$ cat config.mk
export PLATFORM = sky130hd
export DESIGN_NAME = ssm_lane_mul_q
export DESIGN_NICKNAME = d
export VERILOG_FILES = /design/src/rtl/ssm_mul_pkg.sv /design/src/rtl/fp16_mul_wrapper.sv /design/src/rtl/lane_fifo.sv /design/src/rtl/ssm_lane_mul_q.sv
export SDC_FILE = /design/constraint.sdc
export NUM_CORES = 2
export LEC_CHECK = 0
export CAP_MARGIN = 20
export CORE_MARGIN = 2
export CORE_UTILIZATION = 40
export DETAILED_ROUTE_END_ITERATION = 12
export GPL_TIMING_DRIVEN = 0
export SKIP_LAST_GASP = 1
export SLEW_MARGIN = 20
export SYNTH_ARGS = -nofsm -noshare
export SYNTH_HDL_FRONTEND = slang
export SYNTH_SLANG_ARGS = --single-unit
$ cat constraint.sdc
create_clock -name clk -period 10.39 [get_ports clk]
set_input_delay 1.5585 -clock clk [delete_from_list [all_inputs] [get_ports clk]]
set_output_delay 1.5585 -clock clk [all_outputs]
set_load 0.01 [all_outputs]
$ cat src/rtl/ssm_mul_pkg.sv
// Shared definitions for the SSM lane multiplier array: operand modes, FP16
// constants and the lane slicing helper.
package ssm_mul_pkg;

    typedef enum logic [1:0] {
        MODE_MUL   = 2'b00,
        MODE_BCAST = 2'b01,
        MODE_SQR   = 2'b10,
        MODE_RSV   = 2'b11
    } mode_e;

    localparam int FP16_W = 16;
    localparam logic [FP16_W-1:0] FP16_ZERO = 16'h0000;

    // Widest lane bus the helper accepts; narrower buses are zero-extended first.
    localparam int MAX_LANES = 64;
    localparam int BUS_W     = MAX_LANES * FP16_W;

    function automatic logic [FP16_W-1:0] lane_slice(input logic [BUS_W-1:0] bus,
                                                     input int lane);
        return bus[FP16_W*lane +: FP16_W];
    endfunction

endpackage

$ cat src/rtl/fp16_mul_wrapper.sv
// Fixed-latency FP16 multiplier, round-to-nearest-even, subnormals flushed to zero.
// Products appear LAT-1 registers after the operands (LAT counts the input cycle).
module fp16_mul_wrapper #(
    parameter int LAT = 6
) (
    input  logic        clk,
    input  logic        rstn,
    input  logic        valid_in,
    input  logic [15:0] a,
    input  logic [15:0] b,
    output logic        valid_out,
    output logic [15:0] p
);

    function automatic logic [15:0] fp16_mul(input logic [15:0] x, input logic [15:0] y);
        logic              s, x_nan, y_nan, x_inf, y_inf, x_zero, y_zero, g, st;
        logic [21:0]       prod;
        logic signed [7:0] e;
        logic [10:0]       m;
        logic [15:0]       r;
        s      = x[15] ^ y[15];
        x_nan  = (x[14:10] == 5'h1F) && (x[9:0] != '0);
        y_nan  = (y[14:10] == 5'h1F) && (y[9:0] != '0);
        x_inf  = (x[14:10] == 5'h1F) && (x[9:0] == '0);
        y_inf  = (y[14:10] == 5'h1F) && (y[9:0] == '0);
        x_zero = (x[14:10] == 5'h00);
        y_zero = (y[14:10] == 5'h00);
        prod   = 22'({1'b1, x[9:0]}) * 22'({1'b1, y[9:0]});
        e      = $signed({3'b000, x[14:10]}) + $signed({3'b000, y[14:10]}) - 8'sd15;
        m      = '0;
        g      = 1'b0;
        st     = 1'b0;
        r      = '0;
        if (x_nan || y_nan || (x_inf && y_zero) || (y_inf && x_zero)) begin
            r = 16'h7E00;
        end else if (x_inf || y_inf) begin
            r = {s, 5'h1F, 10'h000};
        end else if (x_zero || y_zero) begin
            r = {s, 15'h0000};
        end else begin
            if (prod[21]) begin
                m  = {1'b0, prod[20:11]};
                g  = prod[10];
                st = |prod[9:0];
                e  = e + 8'sd1;
            end else begin
                m  = {1'b0, prod[19:10]};
                g  = prod[9];
                st = |prod[8:0];
            end
            if (g && (st || m[0])) m = m + 11'd1;
            // Rounding carried out of the mantissa: renormalise.
            if (m[10]) begin
                m = '0;
                e = e + 8'sd1;
            end
            if (e >= 8'sd31)     r = {s, 5'h1F, 10'h000};
            else if (e <= 8'sd0) r = {s, 15'h0000};
            else                 r = {s, e[4:0], m[9:0]};
        end
        return r;
    endfunction

    logic [15:0] prod_p0;

    assign prod_p0 = fp16_mul(a, b);

    if (LAT <= 1) begin : g_comb
        assign valid_out = valid_in;
        assign p         = prod_p0;
    end else begin : g_pipe
        logic [LAT-2:0] vld_p;
        logic [15:0]    prod_p [LAT-1];

        always_ff @(posedge clk) begin
            if (!rstn) begin
                vld_p <= '0;
            end else begin
                vld_p[0] <= valid_in;
                for (int i = 1; i < LAT - 1; i++) vld_p[i] <= vld_p[i-1];
            end
        end

        always_ff @(posedge clk) begin
            prod_p[0] <= prod_p0;
            for (int i = 1; i < LAT - 1; i++) prod_p[i] <= prod_p[i-1];
        end

        assign valid_out = vld_p[LAT-2];
        assign p         = prod_p[LAT-2];
    end

endmodule

$ cat src/rtl/lane_fifo.sv
// Show-ahead FIFO with occupancy count; when empty the output holds the last
// popped entry (zero after reset).
module lane_fifo #(
    parameter  int WIDTH = 8,
    parameter  int DEPTH = 8,
    localparam int CNT_W = $clog2(DEPTH + 1),
    localparam int PTR_W = (DEPTH > 1) ? $clog2(DEPTH) : 1
) (
    input  logic             clk,
    input  logic             rstn,
    input  logic             wr_en,
    input  logic [WIDTH-1:0] wr_data,
    input  logic             rd_en,
    output logic [WIDTH-1:0] rd_data,
    output logic [CNT_W-1:0] count,
    output logic             full,
    output logic             empty
);

    logic [WIDTH-1:0] mem [DEPTH];
    logic [PTR_W-1:0] wr_ptr;
    logic [PTR_W-1:0] rd_ptr;
    logic [WIDTH-1:0] hold;
    logic             do_wr;
    logic             do_rd;

    function automatic logic [PTR_W-1:0] ptr_inc(input logic [PTR_W-1:0] ptr);
        return (ptr == PTR_W'(DEPTH - 1)) ? '0 : ptr + PTR_W'(1);
    endfunction

    assign full  = (count == CNT_W'(DEPTH));
    assign empty = (count == '0);
    assign do_wr = wr_en && !full;
    assign do_rd = rd_en && !empty;

    always_ff @(posedge clk) begin
        if (!rstn) begin
            wr_ptr <= '0;
            rd_ptr <= '0;
            count  <= '0;
            hold   <= '0;
        end else begin
            if (do_wr) wr_ptr <= ptr_inc(wr_ptr);
            if (do_rd) begin
                rd_ptr <= ptr_inc(rd_ptr);
                hold   <= mem[rd_ptr];
            end
            case ({do_wr, do_rd})
                2'b10:   count <= count + CNT_W'(1);
                2'b01:   count <= count - CNT_W'(1);
                default: count <= count;
            endcase
        end
    end

    always_ff @(posedge clk) begin
        if (do_wr) mem[wr_ptr] <= wr_data;
    end

    assign rd_data = empty ? hold : mem[rd_ptr];

endmodule

$ cat src/rtl/ssm_lane_mul_q.sv
// H_TILE-lane FP16 multiplier array with operand modes, lane mask and tag,
// decoupled from downstream backpressure by a credit-guarded output FIFO.
module ssm_lane_mul_q
    import ssm_mul_pkg::*;
#(
    parameter int DW     = 16,
    parameter int H_TILE = 4,
    parameter int M_LAT  = 6,
    parameter int FIFO_D = 8,
    parameter int TAG_W  = 8
) (
    input  logic                 clk,
    input  logic                 rstn,
    input  logic                 valid_i,
    output logic                 ready_o,
    input  logic [1:0]           mode_i,
    input  logic [H_TILE-1:0]    mask_i,
    input  logic [TAG_W-1:0]     tag_i,
    input  logic [H_TILE*DW-1:0] lhs_i,
    input  logic [H_TILE*DW-1:0] rhs_i,
    output logic                 valid_o,
    input  logic                 ready_i,
    output logic [H_TILE*DW-1:0] mul_o,
    output logic [TAG_W-1:0]     tag_o,
    output logic                 err_o
);

    if (DW != FP16_W) begin : g_dw_chk
        $error("ssm_lane_mul_q: DW must be 16");
    end
    if (H_TILE < 1 || H_TILE > MAX_LANES) begin : g_lane_chk
        $error("ssm_lane_mul_q: H_TILE out of range");
    end
    if (M_LAT < 1) begin : g_lat_chk
        $error("ssm_lane_mul_q: M_LAT must be at least 1");
    end
    if (FIFO_D < M_LAT + 2) begin : g_depth_chk
        $error("ssm_lane_mul_q: FIFO_D must be at least M_LAT+2");
    end

    localparam int CW   = $clog2(FIFO_D + 1);
    localparam int FW   = H_TILE * DW + TAG_W;

    logic [CW-1:0]                credits;
    logic                         accept;
    logic                         pop;
    logic [BUS_W-1:0]             lhs_ext;
    logic [BUS_W-1:0]             rhs_ext;
    logic [H_TILE-1:0][DW-1:0]    prod;
    logic [H_TILE-1:0]            wrap_vld;
    logic                         tail_vld;
    logic [H_TILE-1:0]            tail_mask;
    logic [TAG_W-1:0]             tail_tag;
    logic [FW-1:0]                wr_data;
    logic [FW-1:0]                rd_data;
    logic [CW-1:0]                fifo_count;
    logic                         fifo_full;
    logic                         fifo_empty;

    assign ready_o = (credits != '0);
    assign accept  = valid_i && ready_o;
    assign valid_o = !fifo_empty;
    assign pop     = valid_o && ready_i;

    // Credits count free slots over FIFO plus pipeline, so writes never hit a full FIFO.
    always_ff @(posedge clk) begin
        if (!rstn) begin
            credits <= CW'(FIFO_D);
        end else if (accept && !pop) begin
            credits <= credits - CW'(1);
        end else if (pop && !accept) begin
            credits <= credits + CW'(1);
        end
    end

    assign lhs_ext = BUS_W'(lhs_i);
    assign rhs_ext = BUS_W'(rhs_i);

    // Stage 0: operand selection and per-lane multipliers
    for (genvar h = 0; h < H_TILE; h++) begin : g_lane
        logic [DW-1:0] op_a;
        logic [DW-1:0] op_b;

        always_comb begin
            op_a = lane_slice(lhs_ext, h);
            case (mode_e'(mode_i))
                MODE_BCAST: op_b = lane_slice(rhs_ext, 0);
                MODE_SQR:   op_b = op_a;
                default:    op_b = lane_slice(rhs_ext, h);
            endcase
        end

        fp16_mul_wrapper #(
            .LAT(M_LAT)
        ) u_mul (
            .clk      (clk),
            .rstn     (rstn),
            .valid_in (accept),
            .a        (op_a),
            .b        (op_b),
            .valid_out(wrap_vld[h]),
            .p        (prod[h])
        );
    end

    // Stages 1..M_LAT-1: sideband travels in lockstep with the multipliers
    if (M_LAT == 1) begin : g_sb_comb
        assign tail_vld  = accept;
        assign tail_mask = mask_i;
        assign tail_tag  = tag_i;
    end else begin : g_sb_pipe
        logic [M_LAT-2:0]  vld_p;
        logic [H_TILE-1:0] mask_p [M_LAT-1];
        logic [TAG_W-1:0]  tag_p  [M_LAT-1];

        always_ff @(posedge clk) begin
            if (!rstn) begin
                vld_p <= '0;
                for (int i = 0; i < M_LAT - 1; i++) begin
                    mask_p[i] <= '0;
                    tag_p[i]  <= '0;
                end
            end else begin
                vld_p[0]  <= accept;
                mask_p[0] <= mask_i;
                tag_p[0]  <= tag_i;
                for (int i = 1; i < M_LAT - 1; i++) begin
                    vld_p[i]  <= vld_p[i-1];
                    mask_p[i] <= mask_p[i-1];
                    tag_p[i]  <= tag_p[i-1];
                end
            end
        end

        assign tail_vld  = vld_p[M_LAT-2];
        assign tail_mask = mask_p[M_LAT-2];
        assign tail_tag  = tag_p[M_LAT-2];
    end

    // Tail: masked lanes are forced to +0 whatever the product, NaN included
    always_comb begin
        wr_data = '0;
        for (int h = 0; h < H_TILE; h++) begin
            wr_data[h*DW +: DW] = tail_mask[h] ? prod[h] : FP16_ZERO;
        end
        wr_data[H_TILE*DW +: TAG_W] = tail_tag;
    end

    lane_fifo #(
        .WIDTH(FW),
        .DEPTH(FIFO_D)
    ) u_fifo (
        .clk    (clk),
        .rstn   (rstn),
        .wr_en  (tail_vld),
        .wr_data(wr_data),
        .rd_en  (pop),
        .rd_data(rd_data),
        .count  (fifo_count),
        .full   (fifo_full),
        .empty  (fifo_empty)
    );

    assign mul_o = rd_data[H_TILE*DW-1:0];
    assign tag_o = rd_data[H_TILE*DW +: TAG_W];

    always_ff @(posedge clk) begin
        if (!rstn) begin
            err_o <= 1'b0;
        end else if (tail_vld && fifo_full) begin
            err_o <= 1'b1;
        end
    end

    always_ff @(posedge clk) begin
        if (rstn) begin
            assert (wrap_vld == {H_TILE{tail_vld}});
            assert (int'(fifo_count) + int'(credits) <= FIFO_D);
        end
    end

endmodule

==> impl_metrics.env <==
export IMPL_fillers=13000
export IMPL_synth_seq_cells=1051
export IMPL_place_congestion=0.932
export IMPL_rows=138
export IMPL_drt_iter0_drc=2902
export IMPL_firstDrtPassIters=5
export IMPL_max_stage_delay_ns=0.56
export IMPL_cts_tree="done"
export IMPL_grt_pass1_wl_mm=223
export IMPL_hold_violations=0
export IMPL_worst_slack_ns=0.414
export IMPL_ys_types=99
export IMPL_gr_usage_all_layers_pct=19.6
export IMPL_period_share_pct=96.0
export IMPL_yosys_warnings=0
export IMPL_clkLatencyLatePin_ns=0.66
export IMPL_tightest_slew_ns=1.10
export IMPL_postRouteAntennaNets=0
export IMPL_clock_root_buffer="clkbuf_16"
export IMPL_holdPathStages=0
export IMPL_syn_to_final_growth_pct=16.1
export IMPL_finalClockSkew_ns=0.0241
export IMPL_die_h_um=382
export IMPL_dp_hpwl_mm=112
export IMPL_worstPathArrival_ns=10.46
export IMPL_die_area_mm2=0.146
export IMPL_holdWs_ns=0.310
export IMPL_antenna_found_initial=4
export IMPL_cts_inserted_buffers=95
export IMPL_h_tree_depth=3
export IMPL_clk_pin_slew_ns=0.06
export IMPL_grt_pass1_vias=37700
export IMPL_status="finished, final reports clean"
export IMPL_path_class="input pin to flip-flop"
export IMPL_totalWireLength_mm=144
export IMPL_cts_hold_buf=0
export IMPL_synthFlopType="edfxtp_1"
export IMPL_syn_mean_instance_area_um2=11.7
export IMPL_crit_slowest_cell="fa_1"
export IMPL_multi_input_area_mm2=0.0277
export IMPL_p_leak_nw=27.5
export IMPL_irDropWorstVdd_uv=281
export IMPL_power_density_mw_per_mm2=299
export IMPL_clock_sinks=1051
export IMPL_hp_start="g_lane[0].u_mul.g_pipe.prod_p[0][28]$_DFF_P_"
export IMPL_seq_area_mm2=0.0268
export IMPL_route_detailed_drc=0
export IMPL_grt_max_degree=20
export IMPL_max_cap_viol_count=0
export IMPL_syn_inst=4892
export IMPL_cts_max_path_buffers=3
export IMPL_portBuffers=208
export IMPL_min_path_type="flip-flop to flip-flop"
export IMPL_wl_per_cell_um=19.7
export IMPL_period_minus_slack_ns=9.98
export IMPL_worstSetupStartpointType="input pin"
export IMPL_crit_path_start="mode_i[0]"
export IMPL_rrSetupSlack_ns=6.39
export IMPL_synthesis_nets=5652
export IMPL_dieWidth_um=382
export IMPL_ys_seq_area_share_pct=47.0
export IMPL_wl_met1_mm=67.0
export IMPL_final_cells=7284
export IMPL_r2r_start="u_fifo.count[0]$_SDFFE_PN0P_"
export IMPL_required_ns=10.88
export IMPL_finalMaxSlewViolations=0
export IMPL_crit_fanout=10
export IMPL_cp_end_kind="flip-flop"
export IMPL_viasPerCell=5.16
export IMPL_top_layer="met5"
export IMPL_routed_wl_met2_mm=64.8
export IMPL_final_layout_size_suffix_gt1_share_pct=10.8
export IMPL_pin_count=221
export IMPL_overflow=0
export IMPL_reg2reg_depth=13
export IMPL_critPathCapture="g_lane[3].u_mul.g_pipe.prod_p[0][9]$_SDFF_PP1_"
export IMPL_fmax_ghz=0.100
export IMPL_synth_async_reset_ratio_pct=0
export IMPL_synth_edff_count=576
export IMPL_dp_cells=7086
export IMPL_dp_slack_ns=-2.45
export IMPL_setup_viol=0
export IMPL_core_area_mm2=0.142
export IMPL_dr_total_vias=37600
export IMPL_r2r_end="u_fifo.count[3]$_SDFFE_PN0P_"
export IMPL_nets=6068
export IMPL_slew_limit_headroom_pct=26.9
export IMPL_wl_met3_mm=7.15
export IMPL_synth_area_mm2=0.0571
export IMPL_start_util_pct=40.3
[logic make-up after synthesis]
kind of cell	share of synthesized area (%)
adders and majority gates	17.7
DFF	47.0
and+or+nand+nor	11.2
muxes	7.88
xor gates and xnor gates	2.84
AOI/OAI and AO/OA	8.37
buffers and inverters	5.00
[cells in the final DEF (no fill, tap or decap), types with 21 or more instances in the layout]
cell and count:
edfxtp_1 576, inv_1 532, dfxtp_1 475, nand2_1 458
fa_1 326, nor2_1 303, ha_1 285, and2_1 261
a21oi_1 223, clkdlybuf4s50_1 208, clkbuf_1 147, mux4_2 144
xnor2_1 116, mux2i_1 104, o21ai_0 102, clkbuf_16 97
o211a_1 77, buf_4 73, nand3_1 71, xor2_1 62
buf_2 55, a21o_1 50, nor2b_1 31, nor3_1 30
a211oi_1 30, nor4_1 26, nand4_1 23, buf_6 22
and3_1 22, o21a_1 21
[area by class of cell]
class | instances | share of cell area [%]
Clock buffer | 132 | 4.13
Inverter | 536 | 3.04
Sequential cell | 1051 | 40.5
Timing Repair Buffer | 329 | 4.59
Antenna cell | 3 | 0.0113
Buffer | 205 | 1.44
Tap cell | 1890 | 3.57
Multi-Input combinational cell | 3090 | 41.8
Clock inverter | 48 | 0.941
[worst max-delay path: cells and delay by family]
kind | cells | cell delay, ns
simple gates | 5 | 0.99
fa+ha+maj | 8 | 3.28
compound gates | 9 | 2.04
buf+inv | 12 | 2.02
mux | 2 | 0.55
[flip-flops by register name, summed over array words and instances (netlist names), named ones only]
signal / count
credits: 4
err_o: 1
g_lane.u_mul.g_pipe.prod_p: 320
g_sb_pipe.mask_p: 20
g_sb_pipe.tag_p: 40
g_sb_pipe.vld_p: 5
u_fifo.count: 4
u_fifo.hold: 72
u_fifo.mem: 576
u_fifo.rd_ptr: 3
u_fifo.wr_ptr: 3
[synthesized netlist by cell type, types with 15 or more instances]
master | count | area share [%]
inv_1 | 534 | 3.5
clkbuf_1 | 172 | 1.1
o21a_1 | 21 | 0.28
edfxtp_1 | 576 | 30
o21ai_0 | 120 | 1.1
xnor2_1 | 116 | 1.8
buf_1 | 26 | 0.17
mux2i_1 | 108 | 1.9
mux4_2 | 144 | 5.7
a31oi_1 | 15 | 0.16
a21oi_1 | 224 | 2.0
nor4_1 | 27 | 0.30
ha_1 | 288 | 6.3
nor2b_1 | 31 | 0.34
o211a_1 | 77 | 1.4
nand2b_1 | 15 | 0.16
o211ai_1 | 15 | 0.20
o21ai_1 | 16 | 0.14
nand4_1 | 23 | 0.25
nor2_1 | 305 | 2.0
nor3_1 | 32 | 0.28
a211oi_1 | 30 | 0.39
nand2_1 | 459 | 3.0
and3_1 | 22 | 0.24
a21o_1 | 50 | 0.66
nand3_1 | 71 | 0.62
and2_1 | 264 | 2.9
dfxtp_1 | 475 | 17
o21bai_1 | 17 | 0.22
xor2_1 | 62 | 0.95
fa_1 | 326 | 11
[routing by layer]
| layer | track usage [%] | vias to the layer above |
|---|---|---|
| met2 | 31.1 | 1063 |
| met1 | 28.0 | 18600 |
| met4 | 6.43 | 2 |
| met3 | 1.99 | 218 |
| met5 | 0 | - |
| li1 | - | 17700 |
[repair_timing]
item	CTS	global route
gates cloned	0	2
pin swaps	6	10
setup buffers	6	17
setup endpoints to repair	60	60
hold endpoints to repair	0	0
resized for setup	88	77
[power by group]
group / internal [mW] / switching, mW / total (mW) / leakage [nW]
Sequential: 4.79 / 0.125 / 4.92 / 9.52
Clock: 2.16 / 1.51 / 3.67 / 1.65
Combinational: 4.40 / 6.81 / 11.2 / 16.3
Total: 11.4 / 8.45 / 19.8 / 27.5
[through the flow]
stage | TNS (ns) | utilization (%) | total power [mW] | cell area, um^2
6_report | 0 | 46.8 | 19.8 | 66200
5_1_grt | -0.0205 | 46.8 | 21.6 | 66200
4_1_cts | 0 | 46.6 | 19.8 | 65900
3_5_place_dp | -129.92 | 44.0 | 15.9 | 62300
3_3_place_gp | -1859.29 | 43.5 | 15.8 | 61500
2_1_floorplan | 0 | - | 13.5 | 57100
[worst min path at each step]
stage	slack [ns]	end
after detailed placement	0.31	g_lane[0].u_mul.g_pipe.prod_p[0][22]$_DFF_P_
final	0.31	g_lane[0].u_mul.g_pipe.prod_p[0][44]$_DFF_P_
after global routing	0.31	g_lane[0].u_mul.g_pipe.prod_p[0][44]$_DFF_P_
after floorplan	0.31	g_lane[0].u_mul.g_pipe.prod_p[0][16]$_DFF_P_
after global placement	0.31	g_lane[0].u_mul.g_pipe.prod_p[0][38]$_DFF_P_
after CTS	0.31	g_lane[0].u_mul.g_pipe.prod_p[0][44]$_DFF_P_
(Power assumes the default switching activity.)
